[src/rtl/arb_pkg.sv]
// Shared types for the data-memory port arbiter: FSM state codes and requester IDs.
// No logic, no latency.
// Backpressure is not applicable here.
package arb_pkg;

    typedef enum logic [1:0] {
        ARB_IDLE = 2'b00,
        ARB_BUSY = 2'b01,
        ARB_DONE = 2'b10
    } arb_state_t;

    localparam logic REQ_DCACHE = 1'b0;
    localparam logic REQ_IFETCH = 1'b1;

endpackage

[src/rtl/arb_rr_picker.sv]
// Round-robin choice between the two requesters; on contention the one that did not win last.
// Combinational, zero latency.
// No backpressure; the caller decides when the pick is taken.
module arb_rr_picker
    import arb_pkg::*;
(
    input  logic REQ0,
    input  logic REQ1,
    input  logic LAST,
    output logic GRANT,
    output logic VALID
);

    always_comb begin
        VALID = REQ0 | REQ1;
        if (REQ0 && REQ1) begin
            GRANT = ~LAST;
        end else if (REQ1) begin
            GRANT = REQ_IFETCH;
        end else begin
            GRANT = REQ_DCACHE;
        end
    end

endmodule

[src/rtl/mem_port_arbiter.sv]
// Shares one data-memory port between dcache (0) and ifetch (1); optional abort via ARB_TIMEOUT_EN.
// Strobes one cycle after a request is seen in IDLE; min transaction IDLE->BUSY(2)->DONE = 4 cycles.
// Requesters stall on BUSYWAITi until their DONE cycle; losers simply wait for the next IDLE.
module mem_port_arbiter
    import arb_pkg::*;
#(
    parameter int TIMEOUT_CYCLES = 64,
    parameter int CNT_W          = 8
) (
    input  logic CLK,
    input  logic RESET,
    input  logic READ0,
    input  logic WRITE0,
    input  logic READ1,
    input  logic WRITE1,
    output logic BUSYWAIT0,
    output logic BUSYWAIT1,
    output logic SELECT,
    output logic MEM_READ,
    output logic MEM_WRITE,
    input  logic MEM_BUSYWAIT,
    output logic ARB_ERROR
);

    if (2 ** CNT_W <= TIMEOUT_CYCLES) begin : g_bad_cnt_w
        $error("CNT_W too narrow for TIMEOUT_CYCLES");
    end

    arb_state_t state_q, state_d;
    logic       select_q, select_d;
    logic       mem_read_q, mem_read_d;
    logic       mem_write_q, mem_write_d;
    logic       last_q, last_d;
    logic       first_q, first_d;
    logic       req0, req1, grant, grant_vld;
    logic       grant_rd, grant_wr;

`ifdef ARB_TIMEOUT_EN
    logic [CNT_W-1:0] cnt_q, cnt_d;
    logic             arb_error_q, arb_error_d;
`endif

    assign req0 = READ0 | WRITE0;
    assign req1 = READ1 | WRITE1;

    arb_rr_picker u_picker (
        .REQ0  (req0),
        .REQ1  (req1),
        .LAST  (last_q),
        .GRANT (grant),
        .VALID (grant_vld)
    );

    // A simultaneous read+write from one requester forwards only the read.
    assign grant_rd = grant ? READ1 : READ0;
    assign grant_wr = (grant ? WRITE1 : WRITE0) & ~grant_rd;

    always_comb begin
        state_d     = state_q;
        select_d    = select_q;
        mem_read_d  = mem_read_q;
        mem_write_d = mem_write_q;
        last_d      = last_q;
        first_d     = 1'b0;
`ifdef ARB_TIMEOUT_EN
        cnt_d       = cnt_q;
        arb_error_d = 1'b0;
`endif
        case (state_q)
            ARB_IDLE: begin
                if (grant_vld) begin
                    state_d     = ARB_BUSY;
                    select_d    = grant;
                    mem_read_d  = grant_rd;
                    mem_write_d = grant_wr;
                    first_d     = 1'b1;
`ifdef ARB_TIMEOUT_EN
                    cnt_d       = '0;
`endif
                end
            end
            ARB_BUSY: begin
`ifdef ARB_TIMEOUT_EN
                cnt_d = cnt_q + 1'b1;
`endif
                // Memory registers its busy flag, so the first BUSY cycle's value is stale.
                if (!first_q && !MEM_BUSYWAIT) begin
                    state_d     = ARB_DONE;
                    mem_read_d  = 1'b0;
                    mem_write_d = 1'b0;
                end
`ifdef ARB_TIMEOUT_EN
                else if (cnt_q == CNT_W'(TIMEOUT_CYCLES - 1)) begin
                    state_d     = ARB_DONE;
                    mem_read_d  = 1'b0;
                    mem_write_d = 1'b0;
                    arb_error_d = 1'b1;
                end
`endif
            end
            ARB_DONE: begin
                last_d  = select_q;
                state_d = ARB_IDLE;
            end
            default: state_d = ARB_IDLE;
        endcase
    end

    always_ff @(posedge CLK or posedge RESET) begin
        if (RESET) begin
            state_q     <= ARB_IDLE;
            select_q    <= REQ_DCACHE;
            mem_read_q  <= 1'b0;
            mem_write_q <= 1'b0;
            last_q      <= REQ_IFETCH;
            first_q     <= 1'b0;
`ifdef ARB_TIMEOUT_EN
            cnt_q       <= '0;
            arb_error_q <= 1'b0;
`endif
        end else begin
            state_q     <= state_d;
            select_q    <= select_d;
            mem_read_q  <= mem_read_d;
            mem_write_q <= mem_write_d;
            last_q      <= last_d;
            first_q     <= first_d;
`ifdef ARB_TIMEOUT_EN
            cnt_q       <= cnt_d;
            arb_error_q <= arb_error_d;
`endif
        end
    end

    assign BUSYWAIT0 = req0 & ~((state_q == ARB_DONE) & (select_q == REQ_DCACHE));
    assign BUSYWAIT1 = req1 & ~((state_q == ARB_DONE) & (select_q == REQ_IFETCH));
    assign SELECT    = select_q;
    assign MEM_READ  = mem_read_q;
    assign MEM_WRITE = mem_write_q;
`ifdef ARB_TIMEOUT_EN
    assign ARB_ERROR = arb_error_q;
`else
    assign ARB_ERROR = 1'b0;
`endif

endmodule
[config.mk]
export PLATFORM = sky130hd
export DESIGN_NAME = mem_port_arbiter
export DESIGN_NICKNAME = d
export VERILOG_FILES = /design/src/rtl/arb_pkg.sv /design/src/rtl/arb_rr_picker.sv /design/src/rtl/mem_port_arbiter.sv
export SDC_FILE = /design/constraint.sdc
export NUM_CORES = 1
export LEC_CHECK = 0
export ABC_AREA = 0
export CELL_PAD_IN_SITES_DETAIL_PLACEMENT = 1
export CELL_PAD_IN_SITES_GLOBAL_PLACEMENT = 2
export CORE_AREA = 10 10 47 49
export CTS_CLUSTER_SIZE = 12
export DETAILED_ROUTE_END_ITERATION = 12
export DIE_AREA = 0 0 57 59
export DONT_BUFFER_PORTS = 1
export PLACE_DENSITY_LB_ADDON = 0.1
export SLEW_MARGIN = 20
export SYNTH_ARGS = -nofsm -noshare
export SYNTH_HDL_FRONTEND = slang
export SYNTH_SLANG_ARGS = --single-unit
[constraint.sdc]
create_clock -name CLK -period 2.6 [get_ports CLK]
set_input_delay 0.52 -clock CLK [delete_from_list [all_inputs] [get_ports CLK]]
set_output_delay 0.52 -clock CLK [all_outputs]
set_load 0.02 [all_outputs]
==> metrics.cfg <==
[run]
cap_viol_max_count=0

[clocking]
htreeDepth=1
clkSinkCount=7
cts_tree=built
clockRootBuffer=clkbuf_4
cts-buffers-inserted=3
clk_latency_ns=0.25
cts-resized-gates=0
clk_path_buf_depth=2
cts_setup_buffers=0
cts_hold_buf=0
clk_pin_slew_ns=0.05

[floorplanning]
rows=14
die-area_um2=3360
die_y_um=59
design.core.area_um2=1400
num_io_pins=13
dieWidth_um=57
initial_utilization_pct=25.9

[routing]
drc=0
vias_per_cell=4.72
vias=255
wl_per_cell_um=15.6
drt-total-wl_um=843
dr.pass1.iters=3
drtIter0Drc=5
drtAntennaViolNets=0

[timing]
fmax_ghz=0.601
hold_viol=0
setup_slack_ns=0.936
finalMaxSlewViolations=0
timing.hold.ws_ns=0.0842
setup_viol=0
period_minus_slack_ns=1.66
worst_clock_skew_ns=0.00363
rsz0062_at_grt=false
tns_ns=0
fin_crit_sh_pct=64.0

[synth]
synthSimpleGateAreaFrac_pct=16.6
synthMuxAreaShare_pct=0
avgSynthCellArea_um2=10.4
synth-compound-area-share_pct=26.6
yosysWarnings=0
syn_nets=42
seq_area_frac_synth_pct=48.6
synth.distinct_cells=20
synthXorXnorAreaFrac_pct=0
synth_seq_cells=7
synth_top_family_by_area=compound AO/OA/AOI/OAI gates
synth_area_um2=363
syn-instance-count=35
synth-adder-area-share_pct=0

[final_layout]
final_common_cell=dfrtp_1
nets=46
syn2layout_area_growth_pct=10.7
drive_gt1_share_pct=18.4
fin_util_pct=28.7
num_antenna_cells=0
nFillCells=170
mostFrequentLayoutCells=dfrtp_1 (6), inv_1 (5), o21ai_0 (4), clkbuf_4 (3)

[power]
swShare_pct=38.5
irDropWorstVdd_v=0.000395
p_per_area_nw_per_um2=1220
p_leak_uw=0.000189
pwr-share-clk_pct=20.1
p_int_uw=301
total_power_uw=488
p_seq_share_pct=47.2
power_switching_uw=188
comb_power_share_pct=32.8

[global_routing]
grt_util_all_layers_pct=5.85
overflow=0
grt_pass1_wl_um=1440
first_global_vias=293
antenna_found_initial=0
grt_max_degree=8

[placed_design]
place_ws_ns=1.20
io_buffers=0
place_hpwl_um=720
place_congestion=0.732

[min_path]
hold_class=in -> async

[critical_path]
cp_data_arrival_time_ns=1.14
worstSetupPathType=reg -> out
cp-start-kind=flip-flop
cp-end-kind=output pin
crit_path_max_fanout=4
crit_required_ns=2.08

[run_status]
status=completed

## state kept, by name (all words and copies together) (netlist names)
register / count
MEM_READ: 1
MEM_WRITE: 1
SELECT: 1
first_q: 1
last_q: 1
state_q: 2
## stage by stage
step / area, um2 / cells
floorplan: 363 / 35
global placement: 375 / 50
detailed placement: 375 / 50
CTS: 402 / 54
global route: 402 / 54
finish: 402 / 54
## area by class of cell
| cell class | instances | area, um2 | area share (%) |
|---|---|---|---|
| flip-flops and latches | 7 | 176 | 43.9 |
| multi-input cells | 22 | 160 | 39.9 |
| clock buffers | 4 | 26.3 | 6.54 |
| well taps | 16 | 20.0 | 4.98 |
| inverters | 5 | 18.8 | 4.67 |
## power groups by stage
stage	clock (uW)	combinational, uW	sequential (uW)
after floorplan	0	138	223
after detailed placement	0	166	235
after global placement	0	160	234
after CTS	103	167	233
final	97.9	160	230
after global routing	115	185	240
## metal layers
layer / global-route usage (%) / up-vias / share of wire [%]
met3: 5.58 / 4 / 15
li1: - / 124 / -
met4: 5.03 / 0 / 3.4
met1: 5.28 / 116 / 39
met2: 7.75 / 11 / 43
met5: 0 / - / 0
## path summary, 6_finish.rpt
path	depth (start not counted)	slack [ns]	from	end
setup / recovery	2	0.94	state_q[0]	BUSYWAIT0
hold / removal	1	0.08	RESET	state_q[1]
setup reg to reg	4	1.27	state_q[1]	MEM_READ
hold reg to reg	2	0.51	last_q	last_q
max in group asynchronous	1	2.25	RESET	last_q
min in group CLK	2	0.43	WRITE0	state_q[0]
## worst max-delay path, cell delays in order (launching register included)
cell and delay [ns]:
dfrtp_1 0.41, nand2b_1 0.20, o22a_1 0.29
## cell usage after synthesis
cell type / instances / share of area [%]
a21o_1: 1 / 2.1
a21oi_1: 1 / 1.4
a31oi_1: 1 / 1.7
and3_1: 1 / 1.7
buf_4: 1 / 2.1
conb_1: 1 / 1.0
dfrtp_1: 6 / 41
dfstp_2: 1 / 7.2
inv_1: 5 / 5.2
nand2_1: 1 / 1.0
nand2b_1: 2 / 3.4
nand2b_4: 1 / 3.8
nand3_1: 1 / 1.4
nor2_1: 2 / 2.1
o211ai_1: 1 / 2.1
o21ai_0: 4 / 5.5
o21ai_1: 1 / 1.4
o22a_1: 2 / 4.8
o41ai_4: 1 / 7.6
or3_4: 1 / 3.1
## logic make-up after synthesis
family | count (synthesis)
simple gates | 9
compound gates | 12
other cells | 1
buf+inv | 6
flops | 7
Note: power is estimated with default switching activity, not from simulation.
